**src/rtl/uart_pkg.sv**
```systemverilog
// Shared definitions for the UART transmit arbiter: FSM encoding, default
// sizes and the index-width helper used by the top and the picker.
package uart_pkg;

  localparam int N_REQ_DEF          = 4;
  localparam int DATA_BITS_DEF      = 8;
  localparam int MAX_BURST_DEF      = 16;
  localparam int TIMEOUT_CYCLES_DEF = 200000;

  // Width needed to hold the values 0..n-1, never narrower than one bit.
  function automatic int width_of(input int n);
    return (n > 1) ? $clog2(n) : 1;
  endfunction

  localparam int ID_W_DEF = width_of(N_REQ_DEF);

  // Arbiter sequencing states.
  typedef enum logic [1:0] {
    ST_ARB    = 2'd0,
    ST_LAUNCH = 2'd1,
    ST_WAIT   = 2'd2
  } arb_state_e;

endpackage

```
**src/rtl/uart_rr_pick.sv**
```systemverilog
// Combinational round-robin picker. With lock_en set only lock_id may win;
// otherwise the first requester after ptr (with wrap) wins.
module uart_rr_pick
  import uart_pkg::*;
#(
  parameter int N_REQ = N_REQ_DEF,
  parameter int ID_W  = width_of(N_REQ)
) (
  input  logic [N_REQ-1:0] req,
  input  logic [ID_W-1:0]  ptr,
  input  logic             lock_en,
  input  logic [ID_W-1:0]  lock_id,
  output logic [N_REQ-1:0] gnt_oh,
  output logic [ID_W-1:0]  gnt_idx,
  output logic             any_gnt
);

  logic [ID_W-1:0] cand;

  // Select the winner: locked owner only, or rotating search starting at ptr+1.
  always_comb begin
    gnt_oh  = '0;
    gnt_idx = '0;
    any_gnt = 1'b0;
    cand    = '0;
    if (lock_en) begin
      if (req[lock_id]) begin
        gnt_oh[lock_id] = 1'b1;
        gnt_idx         = lock_id;
        any_gnt         = 1'b1;
      end else begin
        any_gnt = 1'b0;
      end
    end else begin
      for (int off = 1; off <= N_REQ; off++) begin
        cand = ID_W'((int'(ptr) + off) % N_REQ);
        if (!any_gnt && req[cand]) begin
          gnt_oh[cand] = 1'b1;
          gnt_idx      = cand;
          any_gnt      = 1'b1;
        end else begin
          any_gnt = any_gnt;
        end
      end
    end
  end

endmodule

```
**src/rtl/uart_tx_arbiter.sv**
```systemverilog
// Round-robin arbiter sharing one uart_tx serializer between N_REQ byte
// requesters, with optional burst lock and a WAIT-state watchdog.
module uart_tx_arbiter
  import uart_pkg::*;
#(
  parameter int N_REQ          = N_REQ_DEF,
  parameter int DATA_BITS      = DATA_BITS_DEF,
  parameter int MAX_BURST      = MAX_BURST_DEF,
  parameter int TIMEOUT_CYCLES = TIMEOUT_CYCLES_DEF,
  localparam int ID_W          = width_of(N_REQ)
) (
  input  logic                       clk,
  input  logic                       rst,
  input  logic [N_REQ-1:0]           req_valid,
  input  logic [N_REQ*DATA_BITS-1:0] req_data,
  input  logic [N_REQ-1:0]           req_lock,
  output logic [N_REQ-1:0]           req_ready,
  output logic                       tx_en,
  output logic [DATA_BITS-1:0]       tx_data,
  input  logic                       tx_busy,
  input  logic                       tx_done,
  output logic [ID_W-1:0]            grant_id,
  output logic                       arb_busy,
  output logic                       timeout_err,
  input  logic                       err_clr
);

  localparam int BURST_W = width_of(MAX_BURST);
  localparam int WD_W    = width_of(TIMEOUT_CYCLES);
  localparam logic [WD_W-1:0] WD_LAST = WD_W'(TIMEOUT_CYCLES - 1);

  arb_state_e           state_q, state_d;
  logic                 tx_en_q, tx_en_d;
  logic [DATA_BITS-1:0] tx_data_q, tx_data_d;
  logic [ID_W-1:0]      grant_id_q, grant_id_d;
  logic [ID_W-1:0]      ptr_q, ptr_d;
  logic                 lock_q, lock_d;
  logic [ID_W-1:0]      lock_id_q, lock_id_d;
  logic [BURST_W-1:0]   burst_q, burst_d;
  logic [WD_W-1:0]      wd_q, wd_d;
  logic                 timeout_err_q, timeout_err_d;
  logic                 arb_busy_q, arb_busy_d;

  logic                 lock_en_s;
  logic                 arb_open_s;
  logic                 xfer_s;
  logic                 err_set_s;
  logic [BURST_W-1:0]   burst_base_s;
  logic [N_REQ-1:0]     pick_oh_s;
  logic [ID_W-1:0]      pick_idx_s;
  logic                 pick_any_s;
  logic [DATA_BITS-1:0] win_data_s;

  uart_rr_pick #(
    .N_REQ (N_REQ),
    .ID_W  (ID_W)
  ) u_pick (
    .req     (req_valid),
    .ptr     (ptr_q),
    .lock_en (lock_en_s),
    .lock_id (lock_id_q),
    .gnt_oh  (pick_oh_s),
    .gnt_idx (pick_idx_s),
    .any_gnt (pick_any_s)
  );

  // Arbitration qualifiers: a lock only constrains the pick while its owner is valid.
  always_comb begin
    lock_en_s    = lock_q && req_valid[lock_id_q];
    arb_open_s   = (state_q == ST_ARB) && !tx_busy;
    xfer_s       = arb_open_s && pick_any_s;
    win_data_s   = req_data[int'(pick_idx_s)*DATA_BITS +: DATA_BITS];
    burst_base_s = lock_en_s ? burst_q : '0;
    if (arb_open_s) begin
      req_ready = pick_oh_s;
    end else begin
      req_ready = '0;
    end
  end

  // Next-state, datapath and lock/burst bookkeeping.
  always_comb begin
    state_d    = state_q;
    tx_en_d    = 1'b0;
    tx_data_d  = tx_data_q;
    grant_id_d = grant_id_q;
    ptr_d      = ptr_q;
    lock_d     = lock_q;
    lock_id_d  = lock_id_q;
    burst_d    = burst_q;
    wd_d       = wd_q;
    err_set_s  = 1'b0;
    case (state_q)
      ST_ARB: begin
        wd_d = '0;
        if (tx_busy) begin
          state_d = ST_ARB;
        end else begin
          // An absent lock owner releases the lock so others are not starved.
          if (lock_q && !lock_en_s) begin
            lock_d  = 1'b0;
            burst_d = '0;
          end else begin
            lock_d = lock_q;
          end
          if (xfer_s) begin
            state_d    = ST_LAUNCH;
            tx_en_d    = 1'b1;
            tx_data_d  = win_data_s;
            grant_id_d = pick_idx_s;
            ptr_d      = pick_idx_s;
            if (req_lock[pick_idx_s] && ((int'(burst_base_s) + 1) < MAX_BURST)) begin
              lock_d    = 1'b1;
              lock_id_d = pick_idx_s;
              burst_d   = burst_base_s + BURST_W'(1);
            end else begin
              lock_d  = 1'b0;
              burst_d = '0;
            end
          end else begin
            state_d = ST_ARB;
          end
        end
      end
      ST_LAUNCH: begin
        state_d = ST_WAIT;
        wd_d    = '0;
      end
      ST_WAIT: begin
        // Completion takes priority over a watchdog expiry in the same cycle.
        if (tx_done) begin
          state_d = ST_ARB;
        end else if (wd_q == WD_LAST) begin
          err_set_s = 1'b1;
          state_d   = ST_ARB;
        end else begin
          wd_d = wd_q + WD_W'(1);
        end
      end
      default: begin
        state_d = ST_ARB;
      end
    endcase
  end

  // Sticky watchdog flag and the registered busy indication.
  always_comb begin
    if (err_set_s) begin
      timeout_err_d = 1'b1;
    end else if (err_clr) begin
      timeout_err_d = 1'b0;
    end else begin
      timeout_err_d = timeout_err_q;
    end
    arb_busy_d = (state_d != ST_ARB);
  end

  // State and output registers with synchronous reset.
  always_ff @(posedge clk) begin
    if (rst) begin
      state_q       <= ST_ARB;
      tx_en_q       <= 1'b0;
      tx_data_q     <= '0;
      grant_id_q    <= '0;
      ptr_q         <= ID_W'(N_REQ - 1);
      lock_q        <= 1'b0;
      lock_id_q     <= '0;
      burst_q       <= '0;
      wd_q          <= '0;
      timeout_err_q <= 1'b0;
      arb_busy_q    <= 1'b0;
    end else begin
      state_q       <= state_d;
      tx_en_q       <= tx_en_d;
      tx_data_q     <= tx_data_d;
      grant_id_q    <= grant_id_d;
      ptr_q         <= ptr_d;
      lock_q        <= lock_d;
      lock_id_q     <= lock_id_d;
      burst_q       <= burst_d;
      wd_q          <= wd_d;
      timeout_err_q <= timeout_err_d;
      arb_busy_q    <= arb_busy_d;
    end
  end

  assign tx_en       = tx_en_q;
  assign tx_data     = tx_data_q;
  assign grant_id    = grant_id_q;
  assign arb_busy    = arb_busy_q;
  assign timeout_err = timeout_err_q;

endmodule

```
**config.mk**
```make
export PLATFORM = sky130hd
export DESIGN_NAME = uart_tx_arbiter
export DESIGN_NICKNAME = d
export VERILOG_FILES = /design/src/rtl/uart_pkg.sv /design/src/rtl/uart_rr_pick.sv /design/src/rtl/uart_tx_arbiter.sv
export SDC_FILE = /design/constraint.sdc
export NUM_CORES = 1
export LEC_CHECK = 0
export CORE_MARGIN = 2
export CORE_UTILIZATION = 54
export CTS_CLUSTER_SIZE = 28
export DETAILED_ROUTE_END_ITERATION = 12
export GPL_ROUTABILITY_DRIVEN = 0
export MAX_ROUTING_LAYER = met4
export PLACE_DENSITY = 0.85
export SYNTH_ARGS = -nofsm -noshare
export SYNTH_HDL_FRONTEND = slang
export SYNTH_SLANG_ARGS = --single-unit
```
**constraint.sdc**
```tcl
create_clock -name clk -period 4.75 [get_ports clk]
set_input_delay 0.95 -clock clk [delete_from_list [all_inputs] [get_ports clk]]
set_output_delay 0.95 -clock clk [all_outputs]
set_load 0.02 [all_outputs]
```
### Word level (Yosys, flattened, before mapping)

Cells that the tools add are included.

| word-level totals | value |
|---|---|
| bits in registers | 42 |
| bits of input ports | 45 |

| cells by class | value |
|---|---|
| add/subtract/negate cells | 7 |
| magnitude comparators | 12 |
| equal/unequal tests | 5 |
| shifts and indexed selects | 1 |
| mux-type cells | 68 |
| bitwise logic cells | 5 |
| reduce and logical (&&, ||, !) cells | 29 |

Operator list:

| kind | count |
|---|---|
| $mux 4 | 14 |
| $mux 18 | 2 |
| $pmux 18 s2 | 1 |
| $shiftx 32x6->8 | 1 |
| $mux 1 | 31 |
| $add 18x1->18 const B | 1 |
| $eq 18x18->1 const B | 1 |
| $lt 2x3->1 const B | 6 |
| $mux 2 | 8 |
| $logic_and 1x1->1 | 13 |
| $bmux 1 s2 | 6 |
| $or 4x4->4 | 3 |
| $demux 1 s2 | 5 |
| $ge 2x1->1 const B | 5 |
| $reduce_and 3->1 | 3 |
| $reduce_bool 2->1 | 4 |
| $pmux 2 s3 | 1 |
| $add 4x1->5 const B | 1 |
| $logic_not 1->1 | 5 |
| $lt 5x5->1 const B | 1 |
| $add 2x1->2 const B | 2 |
| $add 2x2->2 const B | 2 |
| $add 4x1->4 const B | 1 |
| $ne 2x2->1 const B | 2 |
| other kinds (7) | 8 |

### Depth between registers and ports, before layout

| logic depth | value |
|---|---|
| depth in word-level cells | 22 |
| gate-level depth with buffers | 11 |
| depth with buffers taken out | 9 |

### Cells and area by module

From an unflattened synthesis, not the netlist that was laid out.

| second synthesis, totals | value |
|---|---|
| cells, all modules | 298 |
| area total of the unflattened synthesis | 2722.6 um2 |

Modules (own cells, without submodules):

| module | times used | cells an instance | area an instance (um2) | seq. area each (um2) |
|---|---|---|---|---|
| uart_tx_arbiter | 1 | 229 | 2115.8 | 840.8 |
| uart_rr_pick | 1 | 69 | 606.8 | 0.0 |

### Worst setup path before layout

OpenSTA, ideal clock, no wires.

| timing | value |
|---|---|
| path kind | input port to output port |
| from | input req_valid[1] |
| to | output req_ready[1] |
| arrival | 2580 ps |
| data required time | 3800 ps |
| slack | 1220 ps |
| stages on the path | 7 |
| buffers on the path | 1 |
| cells stage by stage | buf_6 -> mux4_2 -> nand2b_1 -> nor2_1 -> a222oi_1 -> and3_1 -> nor3_1 |

| between the ends | value |
|---|---|
| longest elaborated chain between the ends | 17 |
| elaborated cells between the ends (all ways) | 36 |
| classes of those cells | 26 x mux; 3 x bitwise; 7 x reduce/logical |

RTL lines:

| item | RTL line | source |
|---|---|---|
| start: declaration | uart_tx_arbiter.sv:14 | `input logic [N_REQ-1:0] req_valid,` |
| $bmux 1 s2 | uart_rr_pick.sv:37 | `if (!any_gnt && req[cand]) begin` |
| $mux 1 (implied by the code) | uart_rr_pick.sv:37 |  |
| $mux 1 | uart_rr_pick.sv:37 |  |
| $mux 1 | uart_rr_pick.sv:26 | `if (lock_en) begin` |
| $logic_not 1->1 | uart_rr_pick.sv:37 |  |
| $logic_and 1x1->1 | uart_rr_pick.sv:37 |  |
| $mux 1 | uart_rr_pick.sv:37 |  |
| $mux 1 | uart_rr_pick.sv:26 |  |
| $logic_not 1->1 | uart_rr_pick.sv:37 |  |
| $logic_and 1x1->1 | uart_rr_pick.sv:37 |  |
| $mux 1 | uart_rr_pick.sv:37 |  |
| $mux 1 | uart_rr_pick.sv:26 |  |
| $logic_not 1->1 | uart_rr_pick.sv:37 |  |
| $logic_and 1x1->1 | uart_rr_pick.sv:37 |  |
| $mux 4 | uart_rr_pick.sv:37 |  |
| $mux 4 (*) | uart_rr_pick.sv:26 |  |
| $mux 4 (*) | uart_tx_arbiter.sv:74 | `if (arb_open_s) begin` |
| end: declaration | uart_tx_arbiter.sv:17 | `output logic [N_REQ-1:0] req_ready,` |

Every way passes the cells marked *; elsewhere a longest branch is shown, timed or not. The select of a mux whose other input is x is not followed.

### Final worst setup path

| timing | value |
|---|---|
| from | input req_valid[3] |
| to | output req_ready[2] |

The elaborated chain is that of the path after synthesis.

==> summary.txt <==
clock group share of total power -> 26.8%
Detailed Place HPWL -> 4500 um
Avg Cell Area, Syn -> 8.85 um2
Post-synth top cells -> 49 x nand2_1, 42 x dfxtp_1, 33 x nor2_1
die height -> 74.1 um
violation count after the first detailed-route iteration -> 96
status -> finished, final reports clean
async set-reset flop share out of synthesis -> 0%
# setup viols final -> 0
Slew Limit Fails -> 0
Nets -> 412
Vias/cell -> 5.66
largest cells by area after synthesis -> dfxtp_1 32%, nand2_1 6.9%, mux4_2 5.9%
RSZ-0062 raised after global routing -> false
prevailing post-synth register cell -> dfxtp_1
CTS Buf Count -> 5
Crit path largest cell delay -> 0.63 ns
P_int -> 0.000726 W
Area Overhead vs Synth -> 27.9%
synth warn -> 0
Pwr per Cell Area -> 309 nW/um2
sequential cell area fraction in the yosys report -> 31.7%
Inst Count DP -> 417
initial antenna violation count -> 0
drt total wl -> 6030 um
root buffer cell -> clkbuf_8
CTS tree -> yes
Setup Skew -> 0.00717 ns
fin util -> 71.9%
largest net degree at the start of global routing -> 24
Max clock buf depth -> 2
vias in the first global route -> 2,250
Core Area -> 4720 um2
library cells used by synthesis -> 56
maximum vdd drop -> 239 uV
drt first pass iters -> 4
Yosys top cell area share -> 31.7%
max-cap viol count -> 0
Initial Utilization -> 56.2%
H-tree depth -> 2
post-route minimum period -> 4.51 ns
Die X -> 74.1 um
synthesized instance count -> 300
most area-hungry cell type in the Yosys netlist -> dfxtp_1
post-route antenna net violation count -> 0
Net Sw Frac -> 30.9%
fmax -> 222 MHz
combinational power share -> 35.6%
worst min path class -> flip-flop to flip-flop
CTS resizes -> 0
CTS Sinks -> 42
number of port buffers -> 61
# diodes -> 0
share of layout cells above drive strength 1 -> 8.10%
Critical Path AT -> 3.56 ns
row count -> 25
first-pass GRT wire length -> 9980 um
Post-synth EDFFs -> 0
gr usage total -> 23.7%
syn_nets -> 355
IO Count -> 62
# hold bufs at CTS -> 0
Setup CP Type -> input pin to output pin
P_sw -> 0.000325 W
Worst-Margin Slew -> 0.839 ns
sequential share of power -> 37.6%
Post-CTS Setup Bufs -> 0
DR vias -> 2,407
# DRC -> 0
Setup crit end kind -> output pin
Hold Worst Slack -> 0.457 ns
total gr overflow -> 0
insertion delay to the later sink of the worst-skew pair -> 0.29 ns
Required @ worst endpoint -> 3.80 ns
Max FO, Critical Path -> 12
cell area after synthesis -> 2660 um2
drt wl/cell -> 14.2 um
Final Hold Fails -> 0
CTS clock-pin slew for the worst setup and hold paths -> 0.08 ns
critical path launch point type -> input pin
most used cell, CP -> clkdlybuf4s50_1
setup TNS -> 0 ns
Post-Layout Cell Count -> 425
count leader, synth -> nand2_1
worst path cell trace -> clkdlybuf4s50_1 > mux4_2 > nand2b_1 > nor2_1 > a222oi_1 > and3_1 > nor3_1 > clkdlybuf4s50_1
slowest CP cell -> clkdlybuf4s50_1
Slew HR -> 43.9%
Lkg Pwr -> 1.24 nW
Die ar. -> 5490 um2
Final period util -> 94.9%
#FFs+latches synth -> 42
## power by group through the flow
stage	sequential, W	clock [W]	combinational, W
global placement	0.000401	0	0.000364
detailed placement	0.000402	0	0.000373
finish	0.000395	0.000281	0.000374
CTS	0.000394	0.000282	0.000375
floorplan	0.000412	0	0.000254
global route	0.000398	0.000296	0.000405
## path summary, 6_finish.rpt
path / endpoint / slack, ns / from / depth (start not counted)
max: req_ready[2] / 0.24 / req_valid[3] / 8
min: tx_data[5]$_SDFFE_PP0P_ / 0.46 / tx_data[5]$_SDFFE_PP0P_ / 2
max reg2reg: tx_data[4]$_SDFFE_PP0P_ / 1.34 / ptr_q[1]$_SDFFE_PP1P_ / 10
min reg2reg: tx_data[5]$_SDFFE_PP0P_ / 0.46 / tx_data[5]$_SDFFE_PP0P_ / 2
## final cells by class
class	instances	area, um2
clock buffers	6	72.6
fillers	379	1330
flip-flops and latches	42	841
multi-input cells	235	1690
well taps	67	83.8
inverters	8	30.0
clock inverters	2	37.5
repair buffers	65	641
## worst max-delay path: cells and delay by family
kind | cells | cell delay (ns)
simple gates | 4 | 0.71
buf+inv | 2 | 1.23
mux | 1 | 0.54
compound gates | 1 | 0.13
## cells by family (layout without fill, tap and decap cells)
family	after synthesis	in the layout	synth area share [%]
fa+ha+maj	10	10	4.71
flops	42	42	31.7
simple gates	134	134	24.8
compound gates	55	55	15.3
xor+xnor	18	18	5.94
buf+inv	23	81	4.67
mux	18	18	12.9
## routing by layer
layer | vias up | wire [um] | GRT usage, %
met5 | - | 0 | -
met4 | 0 | 78 | 6.26
met3 | 6 | 223 | 4.34
met2 | 57 | 3180 | 41.2
met1 | 1145 | 2550 | 28.2
li1 | 1199 | - | -
## per-stage QoR
step / worst slack (ns) / total power (W) / cell area (um2)
final: 0.241 / 0.00105 / 3400
after global routing: 0.0611 / 0.00110 / 3400
after CTS: 0.249 / 0.00105 / 3400
after detailed placement: 0.232 / 0.000775 / 3290
after global placement: 0.360 / 0.000765 / 3290
after floorplan: 1.22 / 0.000667 / 2660
## cell usage in the layout (no fill, tap or decap), types with 4 or more instances in the layout
master / netlist / final
clkdlybuf4s50_1: 0 / 61
buf_4: 0 / 4
nor2_1: 33 / 33
dfxtp_1: 42 / 42
xor2_1: 15 / 15
ha_1: 10 / 10
and3_1: 7 / 7
a21oi_1: 20 / 20
inv_1: 7 / 7
nor3_1: 5 / 5
mux4_2: 7 / 7
mux4_1: 4 / 4
nand2b_1: 4 / 4
nand3_1: 12 / 12
o21ai_0: 7 / 7
nand2_1: 49 / 49
clkbuf_8: 0 / 5
a222oi_1: 4 / 4
## sequential cells by signal, summed over array words and instances (netlist names)
name	count
arb_busy	1
burst_q	4
grant_id	2
lock_id_q	2
lock_q	1
ptr_q	2
state_q	2
timeout_err	1
tx_data	8
tx_en	1
wd_q	18
Note: power is estimated with default switching activity, not from simulation.
